[config.mk]
export PLATFORM = sky130hd
export DESIGN_NAME = ldpc_shift_scheduler
export DESIGN_NICKNAME = d
export VERILOG_FILES = /design/src/rtl/ldpc_shift_scheduler.sv
export SDC_FILE = /design/constraint.sdc
export NUM_CORES = 1
export LEC_CHECK = 0
export CAP_MARGIN = 20
export CORE_MARGIN = 2
export CORE_UTILIZATION = 60
export CTS_CLUSTER_DIAMETER = 120
export DETAILED_ROUTE_END_ITERATION = 12
export PLACE_DENSITY = 0.79
export SYNTH_ARGS = -nofsm -noshare
export SYNTH_HDL_FRONTEND = slang
export SYNTH_SLANG_ARGS = --single-unit
[constraint.sdc]
create_clock -name clk -period 13.9 [get_ports clk]
set_input_delay 2.78 -clock clk [delete_from_list [all_inputs] [get_ports clk]]
set_output_delay 2.78 -clock clk [all_outputs]
set_load 0.02 [all_outputs]
[src/rtl/ldpc_shift_scheduler.sv]
// Walks the QC-LDPC base-matrix shift table layer by layer and issues one shifter command per active circulant, per iteration.
// All outputs registered; an active entry stalls the walk while sh_ready is low.
module ldpc_shift_scheduler #(
  parameter int Z        = 52,
  parameter int ROWS     = 4,
  parameter int COLS     = 8,
  parameter int MAX_ITER = 8,
  parameter int SW       = $clog2(Z),
  parameter int AW       = $clog2(ROWS*COLS),
  parameter int IW       = $clog2(MAX_ITER+1),
  parameter int RW       = $clog2(ROWS),
  parameter int CW       = $clog2(COLS)
) (
  input  logic          clk,
  input  logic          rst,
  input  logic          cfg_we,
  input  logic [AW-1:0] cfg_addr,
  input  logic          cfg_active,
  input  logic [SW-1:0] cfg_shift,
  output logic          cfg_err,
  input  logic          start,
  input  logic [IW-1:0] iter_max,
  input  logic          early_stop,
  input  logic          sh_ready,
  output logic          shift_en,
  output logic [SW-1:0] shift_amount,
  output logic [RW-1:0] row_idx,
  output logic [CW-1:0] col_idx,
  output logic          layer_done,
  output logic          busy,
  output logic          done,
  output logic [IW-1:0] iter_count
);
  localparam int NENT = ROWS * COLS;

  typedef enum logic [1:0] {S_IDLE, S_SCAN, S_CHK} state_t;
  state_t state, state_nxt;

  logic          tbl_act [NENT];
  logic [SW-1:0] tbl_sh  [NENT];

  logic [RW-1:0] row;
  logic [CW-1:0] col;
  logic [IW-1:0] limit;
  logic [IW-1:0] iter_inc;
  logic [AW-1:0] rd_idx;
  logic          cur_act;
  logic [SW-1:0] cur_sh;
  logic          last_col, last_row, advance, issue, finish, cfg_ok;

  assign rd_idx   = AW'(int'(row) * COLS + int'(col));
  assign cur_act  = tbl_act[rd_idx];
  assign cur_sh   = tbl_sh[rd_idx];
  assign last_col = (col == CW'(COLS-1));
  assign last_row = (row == RW'(ROWS-1));
  assign iter_inc = iter_count + IW'(1);
  assign finish   = early_stop || (iter_inc == limit);

  // Range checks are widened by one bit so they stay correct when the bound is a power of two.
  assign cfg_ok = cfg_we && (state == S_IDLE) && !start &&
                  ({1'b0, cfg_addr} < (AW+1)'(NENT)) &&
                  ({1'b0, cfg_shift} < (SW+1)'(Z));

  always_ff @(posedge clk or posedge rst) begin
    if (rst) state <= S_IDLE;
    else     state <= state_nxt;
  end

  always_comb begin
    state_nxt = state;
    advance   = 1'b0;
    issue     = 1'b0;
    case (state)
      S_IDLE: if (start) state_nxt = S_SCAN;
      S_SCAN: begin
        advance = !cur_act || sh_ready;
        issue   = cur_act && sh_ready;
        if (advance && last_col && last_row) state_nxt = S_CHK;
      end
      S_CHK:   state_nxt = finish ? S_IDLE : S_SCAN;
      default: state_nxt = S_IDLE;
    endcase
  end

  always_ff @(posedge clk or posedge rst) begin
    if (rst) begin
      for (int i = 0; i < NENT; i++) begin
        tbl_act[i] <= 1'b0;
        tbl_sh[i]  <= '0;
      end
    end else if (cfg_ok) begin
      tbl_act[cfg_addr] <= cfg_active;
      tbl_sh[cfg_addr]  <= cfg_shift;
    end
  end

  always_ff @(posedge clk or posedge rst) begin
    if (rst) begin
      row          <= '0;
      col          <= '0;
      limit        <= '0;
      iter_count   <= '0;
      shift_en     <= 1'b0;
      shift_amount <= '0;
      row_idx      <= '0;
      col_idx      <= '0;
      layer_done   <= 1'b0;
      busy         <= 1'b0;
      done         <= 1'b0;
      cfg_err      <= 1'b0;
    end else begin
      cfg_err    <= cfg_we && !cfg_ok;
      shift_en   <= issue;
      layer_done <= advance && last_col;
      done       <= (state == S_CHK) && finish;
      if (issue) begin
        shift_amount <= cur_sh;
        row_idx      <= row;
        col_idx      <= col;
      end
      case (state)
        S_IDLE: if (start) begin
          limit      <= (iter_max == '0) ? IW'(1) : iter_max;
          row        <= '0;
          col        <= '0;
          iter_count <= '0;
          busy       <= 1'b1;
        end
        S_SCAN: if (advance) begin
          col <= last_col ? '0 : col + CW'(1);
          if (last_col && !last_row) row <= row + RW'(1);
        end
        S_CHK: begin
          iter_count <= iter_inc;
          if (finish) busy <= 1'b0;
          else        row  <= '0;
        end
        default: ;
      endcase
    end
  end
endmodule

==> run metrics, run 1 <==
Leak=0.00633 uW; buffering stage count on the worst path with inverters included=3; footprint of the multi-input gates=5210 um2; initial standard-cell utilization of the core=0.613; Post-Synthesis Cell Area=12000 um2; layout cell share with drive strength beyond 1=0.410; kind of start point of the critical path=input port; CTS root buf=sky130_fd_sc_hd__clkbuf_16; CP max-delay cell=sky130_fd_sc_hd__nor2_2; Syn-to-layout area delta=11.7%; slew margin rel.=0.280; GR peak layer=met2; final setup skew=0.00955 ns; TritonCTS buffer count=27; Tcrit/Tclk final=0.352; Reg area=6390 um2; slowest cell delay on critical path=0.52 ns; post-layout minimum cycle time=4.90 ns; most frequently used flop master after synthesis=sky130_fd_sc_hd__dfrtp_1; first-pass GRT wire length=43900 um; total detailed-routing wirelength=27000 um; Final ANT Viol Nets=0; met3 usage in global routing=0.0418; DR vias=7313; synthesized net count=884; number of sinks handled by clock tree synthesis=255; total negative slack=0 ns; clock tree from TritonCTS=yes; Max rail drop VDD=0.0000948 V; post-CTS clock slew at the launch and capture registers of the worst setup and hold paths=0.06 ns; core footprint=19500 um2; GR Util All Layers=0.263; status=complete, no violations; DIE AREA=21100 um2; unrepaired setup endpoints after global routing=false; final hold violation count=0; smallest setup slack after layout=9.00 ns; Tot Pwr=2140 uW; Top Ports=42; Gates resized, CTS repair=0; global routing met1 resource utilization=0.350; maximum clock insertion buffer count=3; H-Tree Level Count=1; crit-path cells=clkdlybuf4s50_1, buf_4, o211ai_1, nand4b_2, inv_1, nand3_2, nor2_2, mux2_2; number of register bits inferred by synthesis=255; Gate Count Post-Synth=858; Avg Cell Area, Syn=13.9 um2; met2 Track Usage GR=0.450; Detailed Route Iter0 Violations=355; number of distinct library cells after synthesis=52; class of the worst hold path=flop to flop; length of the first detailed-routing pass in iterations=5; maximum number of pins on one net before global-route repair=110; Tightest Pin Transition=1.08 ns; required time of the critical path=14.31 ns; initial antenna violation count=0; Setup Buffers After CTS=0; clock insertion delay at the later pin of the skew report=0.53 ns; leading cell type in the layout, fill and taps excluded=sky130_fd_sc_hd__dfrtp_1; proportion of netlist area held by the largest area contributor=0.534; RD Place Congestion=0.840; total of hold buffers inserted after clock tree synthesis=0; Async SR Flop Fraction=1.00; cell family with most CP delay=simple AND/OR/NAND/NOR gates; pwr dens=160 nW/um2; count of port buffers added during placement=41; cells taking the most area after synthesis=sky130_fd_sc_hd__dfrtp_1 53%, sky130_fd_sc_hd__mux2_2 22%, sky130_fd_sc_hd__mux4_2 6.8%; Fill cells=1367; commonest non-fill, non-tap cells in the layout=253 x sky130_fd_sc_hd__dfrtp_1, 232 x sky130_fd_sc_hd__mux2_2, 41 x sky130_fd_sc_hd__clkdlybuf4s50_1; diode insertion count for antenna repair=0; x dimension of the die=145 um; vias in the first global route=7939; final count of pins violating max slew=0; number of warnings issued by yosys=0; total number of placement rows=51; Via-to-Cell Ratio=6.29; y dimension of the die=145 um; max-cap violations=0; sequential share of the synthesized area=0.534; total grt overflow=0; highest clock frequency the design can meet=0.204 GHz; cell accounting for the most synthesized area=sky130_fd_sc_hd__dfrtp_1; number of flops mapped to enable cells by yosys=0; # DRC=0; cell total after placement=1115; routed wire length per instance=23.2 um; Setup crit end kind=flop; number of setup violations in the final report=0; endpoint arrival time on the critical path=5.30 ns; utilization of the core after routing=0.684; highest fanout seen on the critical path=33; half-perimeter wire length of the detailed placement result=17300 um; post-placement worst setup slack=8.52 ns; Net count, final=906; post-route non-filler standard cell count=1163; Worst Path Class, Setup=input port to flop
[power by group]
part | internal [uW] | leakage, uW | switching, uW | total (uW)
clock | 420 | 0.000433 | 289 | 709
sequential | 813 | 0.00350 | 82.3 | 895
combinational | 238 | 0.00239 | 295 | 533
[tightest hold or removal path, delay by kind of cell, from the launching register on]
kind	cells	cell delay [ns]
AOI/OAI and AO/OA	1	0.06
and+or+nand+nor	1	0.06
DFF	1	0.34
[area by class of cell]
class | count | share of cell area
flip-flops and latches | 255 | 0.478
multi-input cells | 535 | 0.390
clock buffers | 37 | 0.0571
repair buffers | 53 | 0.0390
well taps | 265 | 0.0248
clock inverters | 10 | 0.00852
inverters | 8 | 0.00281
[sequential cells by signal, indices dropped and copies added, names as in the netlist]
register,count
row_idx,2
tbl_act,32
busy,1
done,1
col,3
row,2
layer_done,1
limit,4
col_idx,3
shift_en,1
cfg_err,1
tbl_sh,192
shift_amount,6
iter_count,4
state,2
[cells in the mapped netlist, drive strengths merged, types with 2 or more instances]
master and instances:
or3 2, o21ai 30, a22o 5, nor2 41, or4 4, nand3b 3
or3b 3, dfrtp 255, mux2i 31, mux4 36, a221oi 2, and2 4
and3 2, nand2 39, a21oi 26, buf 25, clkbuf 35, inv 8
xor2 2, nor2b 7, nand2b 12, nor3 3, mux2 240, a31oi 2
o22a 2, nand3 3, a211oi 5, xnor2 4, ha 4, o31ai 2
a22oi 12
[layer usage]
metal	vias up	routed length (um)
met4	0	709
met2	218	13700
met1	3876	11300
met5	-	0
met3	54	1280
li1	3165	-
[path summary, 6_finish.rpt]
check                           slack (ns)  cells after the start              end       startpoint
worst max-delay path                  9.00                      8       tbl_sh[24]     cfg_shift[2]
worst min-delay path                  0.49                      2  shift_amount[0]  shift_amount[0]
worst max register to register       10.64                      7       col_idx[2]           col[1]
worst min register to register        0.49                      2  shift_amount[0]  shift_amount[0]
max in group asynchronous             9.76                      3      tbl_act[15]              rst
min in group asynchronous             2.79                      2       tbl_sh[54]              rst
[metrics by stage]
stage               hold slack (ns)  cell area (um2)
floorplan                     0.459            12000
global placement              0.465            12500
detailed placement            0.480            12500
CTS                           0.498            13300
global route                  0.509            13400
finish                        0.493            13400
[cell families after synthesis]
logic type,synth area share
xor gates and xnor gates,0.00439
buffers and inverters,0.0310
muxes,0.322
and+or+nand+nor,0.0587
DFF,0.534
AOI/OAI and AO/OA,0.0460
adders and majority gates,0.00418
No activity file was read; power rests on OpenSTA's default activity.
==> inputs of run 2 (changes only) <==
--- a/config.mk
+++ b/config.mk
@@ -7,10 +7,10 @@
 export LEC_CHECK = 0
 export CAP_MARGIN = 20
 export CORE_MARGIN = 2
-export CORE_UTILIZATION = 60
+export CORE_UTILIZATION = 55
 export CTS_CLUSTER_DIAMETER = 120
 export DETAILED_ROUTE_END_ITERATION = 12
-export PLACE_DENSITY = 0.79
+export PLACE_DENSITY = 0.77
 export SYNTH_ARGS = -nofsm -noshare
 export SYNTH_HDL_FRONTEND = slang
 export SYNTH_SLANG_ARGS = --single-unit
==> constraint.sdc (replaced) <==
create_clock -name clk -period 4.3 [get_ports clk]
set_input_delay 0.86 -clock clk [delete_from_list [all_inputs] [get_ports clk]]
set_output_delay 0.86 -clock clk [all_outputs]
set_load 0.02 [all_outputs]
==> run 2 against run 1 <==
Net effect: register-to-register slack lost 9.5 ns; routed wire length shrank 1.6%; non-clock buffer count grew 7; total power grew to 3.3 times the previous value; utilization shrank 4.4 points; combinational power grew to 3.2 times the previous value; sequential cell count is the same; via count shrank 1.6%; critical path type is now flop to flop; critical endpoint is now col_idx[0].
==> run metrics, run 2 (synthesis results as in run 1) <==
Tightest Pin Transition=0.916 ns (-0.160 ns); Setup crit end kind=flop; final setup skew=0.0166 ns (+0.00706 ns); initial antenna violation count=0 (unchanged); highest fanout seen on the critical path=27 (-18%); buffering stage count on the worst path with inverters included=1 (-2); Top Ports=42 (unchanged); footprint of the multi-input gates=5210 um2 (unchanged); Setup Buffers After CTS=0 (unchanged); Tcrit/Tclk final=0.739; leading cell type in the layout, fill and taps excluded=sky130_fd_sc_hd__dfrtp_1; Worst Hold End=shift_amount[5]; number of setup violations in the final report=0 (unchanged); flip-flop count of the largest register after layout=192 (unchanged); kind of start point of the critical path=flop; Via-to-Cell Ratio=6.11 (-2.8%); required time of the critical path=4.71 ns (-9.60 ns); max-cap violations=0 (unchanged); maximum clock insertion buffer count=3 (unchanged); startpoint of the worst register-to-register path=col[1]; Final ANT Viol Nets=0 (unchanged); largest registers=tbl_sh x192, tbl_act x32, shift_amount x6; total grt overflow=0 (unchanged); DR vias=7197 (-1.6%); Detailed Route Iter0 Violations=415 (+17%); number of sinks handled by clock tree synthesis=255 (unchanged); highest clock frequency the design can meet=0.315 GHz; class of the worst hold path=flop to flop; Gates resized, CTS repair=0 (unchanged); GR Util All Layers=0.245 (-0.0181); register ranked first by flip-flop count=tbl_sh; total number of placement rows=53 (+3.9%); Min-Delay Startpoint=shift_amount[5]; DIE AREA=22900 um2 (+8.8%); pwr dens=522 nW/um2 (+230%); y dimension of the die=151 um (+4.3%); Fill cells=1574 (+15%); total detailed-routing wirelength=26500 um (-1.6%); Layout Cell Area excl Fill=13500 um2 (+1.4%); RD Place Congestion=0.834 (-0.65%); diode insertion count for antenna repair=0 (unchanged); final hold violation count=0 (unchanged); register-to-register setup slack=1.12 ns (-9.52 ns); Net count, final=914 (+0.88%); length of the first detailed-routing pass in iterations=4 (-1); cell family with most CP delay=compound AO/OA/AOI/OAI gates; post-CTS clock slew at the launch and capture registers of the worst setup and hold paths=0.06 ns (about the same); Syn-to-layout area delta=13.3%; Leak=0.00641 uW (+1.3%); Reg area=6390 um2 (unchanged); unrepaired setup endpoints after global routing=false; H-Tree Level Count=1 (unchanged); hold depth=2 (unchanged); status=complete, no violations; initial standard-cell utilization of the core=0.565 (-0.0471); core footprint=21200 um2 (+8.3%); worst flop-to-flop path endpoint=col_idx[0]; first-pass GRT wire length=43100 um (-1.8%); clock tree from TritonCTS=yes; routed wire length per instance=22.5 um (-2.9%); crit-path cells=buf_4, mux2i_1, a22oi_1, a31oi_1, a21o_1, mux2_2; post-layout minimum cycle time=3.18 ns; clock insertion delay at the later pin of the skew report=0.53 ns (about the same); slowest cell delay on critical path=0.97 ns (+0.45 ns); endpoint arrival time on the critical path=3.59 ns (-1.71 ns); Max rail drop VDD=0.000304 V (+220%); half-perimeter wire length of the detailed placement result=17600 um (+2.1%); CTS root buf=sky130_fd_sc_hd__clkbuf_16; layout cell share with drive strength beyond 1=0.414 (+0.00438); total of hold buffers inserted after clock tree synthesis=0 (unchanged); TritonCTS buffer count=28 (+3.7%); total negative slack=0 ns (unchanged); maximum number of pins on one net before global-route repair=93 (-15%); count of port buffers added during placement=41 (unchanged); # DRC=0 (unchanged); slew margin rel.=0.389 (+0.109); CP max-delay cell=sky130_fd_sc_hd__dfrtp_2; commonest non-fill, non-tap cells in the layout=253 x sky130_fd_sc_hd__dfrtp_1, 232 x sky130_fd_sc_hd__mux2_2, 41 x sky130_fd_sc_hd__clkdlybuf4s50_1; Worst Path Class, Setup=flop to flop; Reg2Reg Depth=6 (-1); final count of pins violating max slew=0 (unchanged); area post-placement=12600 um2 (+1.1%); x dimension of the die=151 um (+4.3%); vias in the first global route=7651 (-3.6%)
## run 2: cell count changes in the layout (fill, tap and decap cells not counted), moves of 2 or more
| cell | previous run | this run |
|---|---|---|
| sky130_fd_sc_hd__buf_12 | 0 | 5 |
| sky130_fd_sc_hd__clkbuf_8 | 5 | 9 |
| sky130_fd_sc_hd__clkbuf_16 | 27 | 29 |
| sky130_fd_sc_hd__clkinv_2 | 6 | 1 |
## run 2: worst max path at each step
| stage | startpoint | end | cells past startpoint |
|---|---|---|---|
| after floorplan | rst | busy | 1 |
| final | col[1] | col_idx[0] | 6 |
| after CTS | col[1] | col_idx[0] | 6 |
| after global routing | col[1] | col_idx[0] | 6 |
| after global placement | cfg_shift[2] | tbl_sh[84] | 7 |
| after detailed placement | cfg_shift[2] | tbl_act[8] | 7 |
## run 2: final cells by class
cell class | instances | area share
flip-flops and latches | 255 | 0.471
multi-input cells | 535 | 0.385
clock buffers | 42 | 0.0638
repair buffers | 60 | 0.0475
well taps | 275 | 0.0254
clock inverters | 3 | 0.00480
inverters | 8 | 0.00249
## run 2: worst register-to-register path, cell delays in order (launching register included)
cell and delay, ns:
sky130_fd_sc_hd__dfrtp_2 0.97, sky130_fd_sc_hd__buf_4 0.36, sky130_fd_sc_hd__mux2i_1 0.25, sky130_fd_sc_hd__a22oi_1 0.11
sky130_fd_sc_hd__a31oi_1 0.42, sky130_fd_sc_hd__a21o_1 0.54, sky130_fd_sc_hd__mux2_2 0.41
## run 2: report_power, final
part | switching (uW) | total [uW] | internal, uW
logic | 919 | 1720 | 802
clock network | 908 | 2390 | 1480
registers | 329 | 2960 | 2630
## run 2: through the flow
step	total power, uW	worst slack (ns)	hold slack [ns]	cells	utilization
global route	7380	1.00	0.508	1178	0.640
CTS	7110	1.19	0.482	1177	0.639
floorplan	4210	0.0824	0.459	858	-
finish	7070	1.12	0.476	1178	0.640
global placement	4670	0.947	0.464	1131	0.594
detailed placement	4710	0.878	0.469	1132	0.595
## run 2: layer usage
layer	global-route usage	share of wire
met4	0.0570	0.023
met3	0.0392	0.044
met2	0.404	0.48
met5	0	0
met1	0.345	0.45
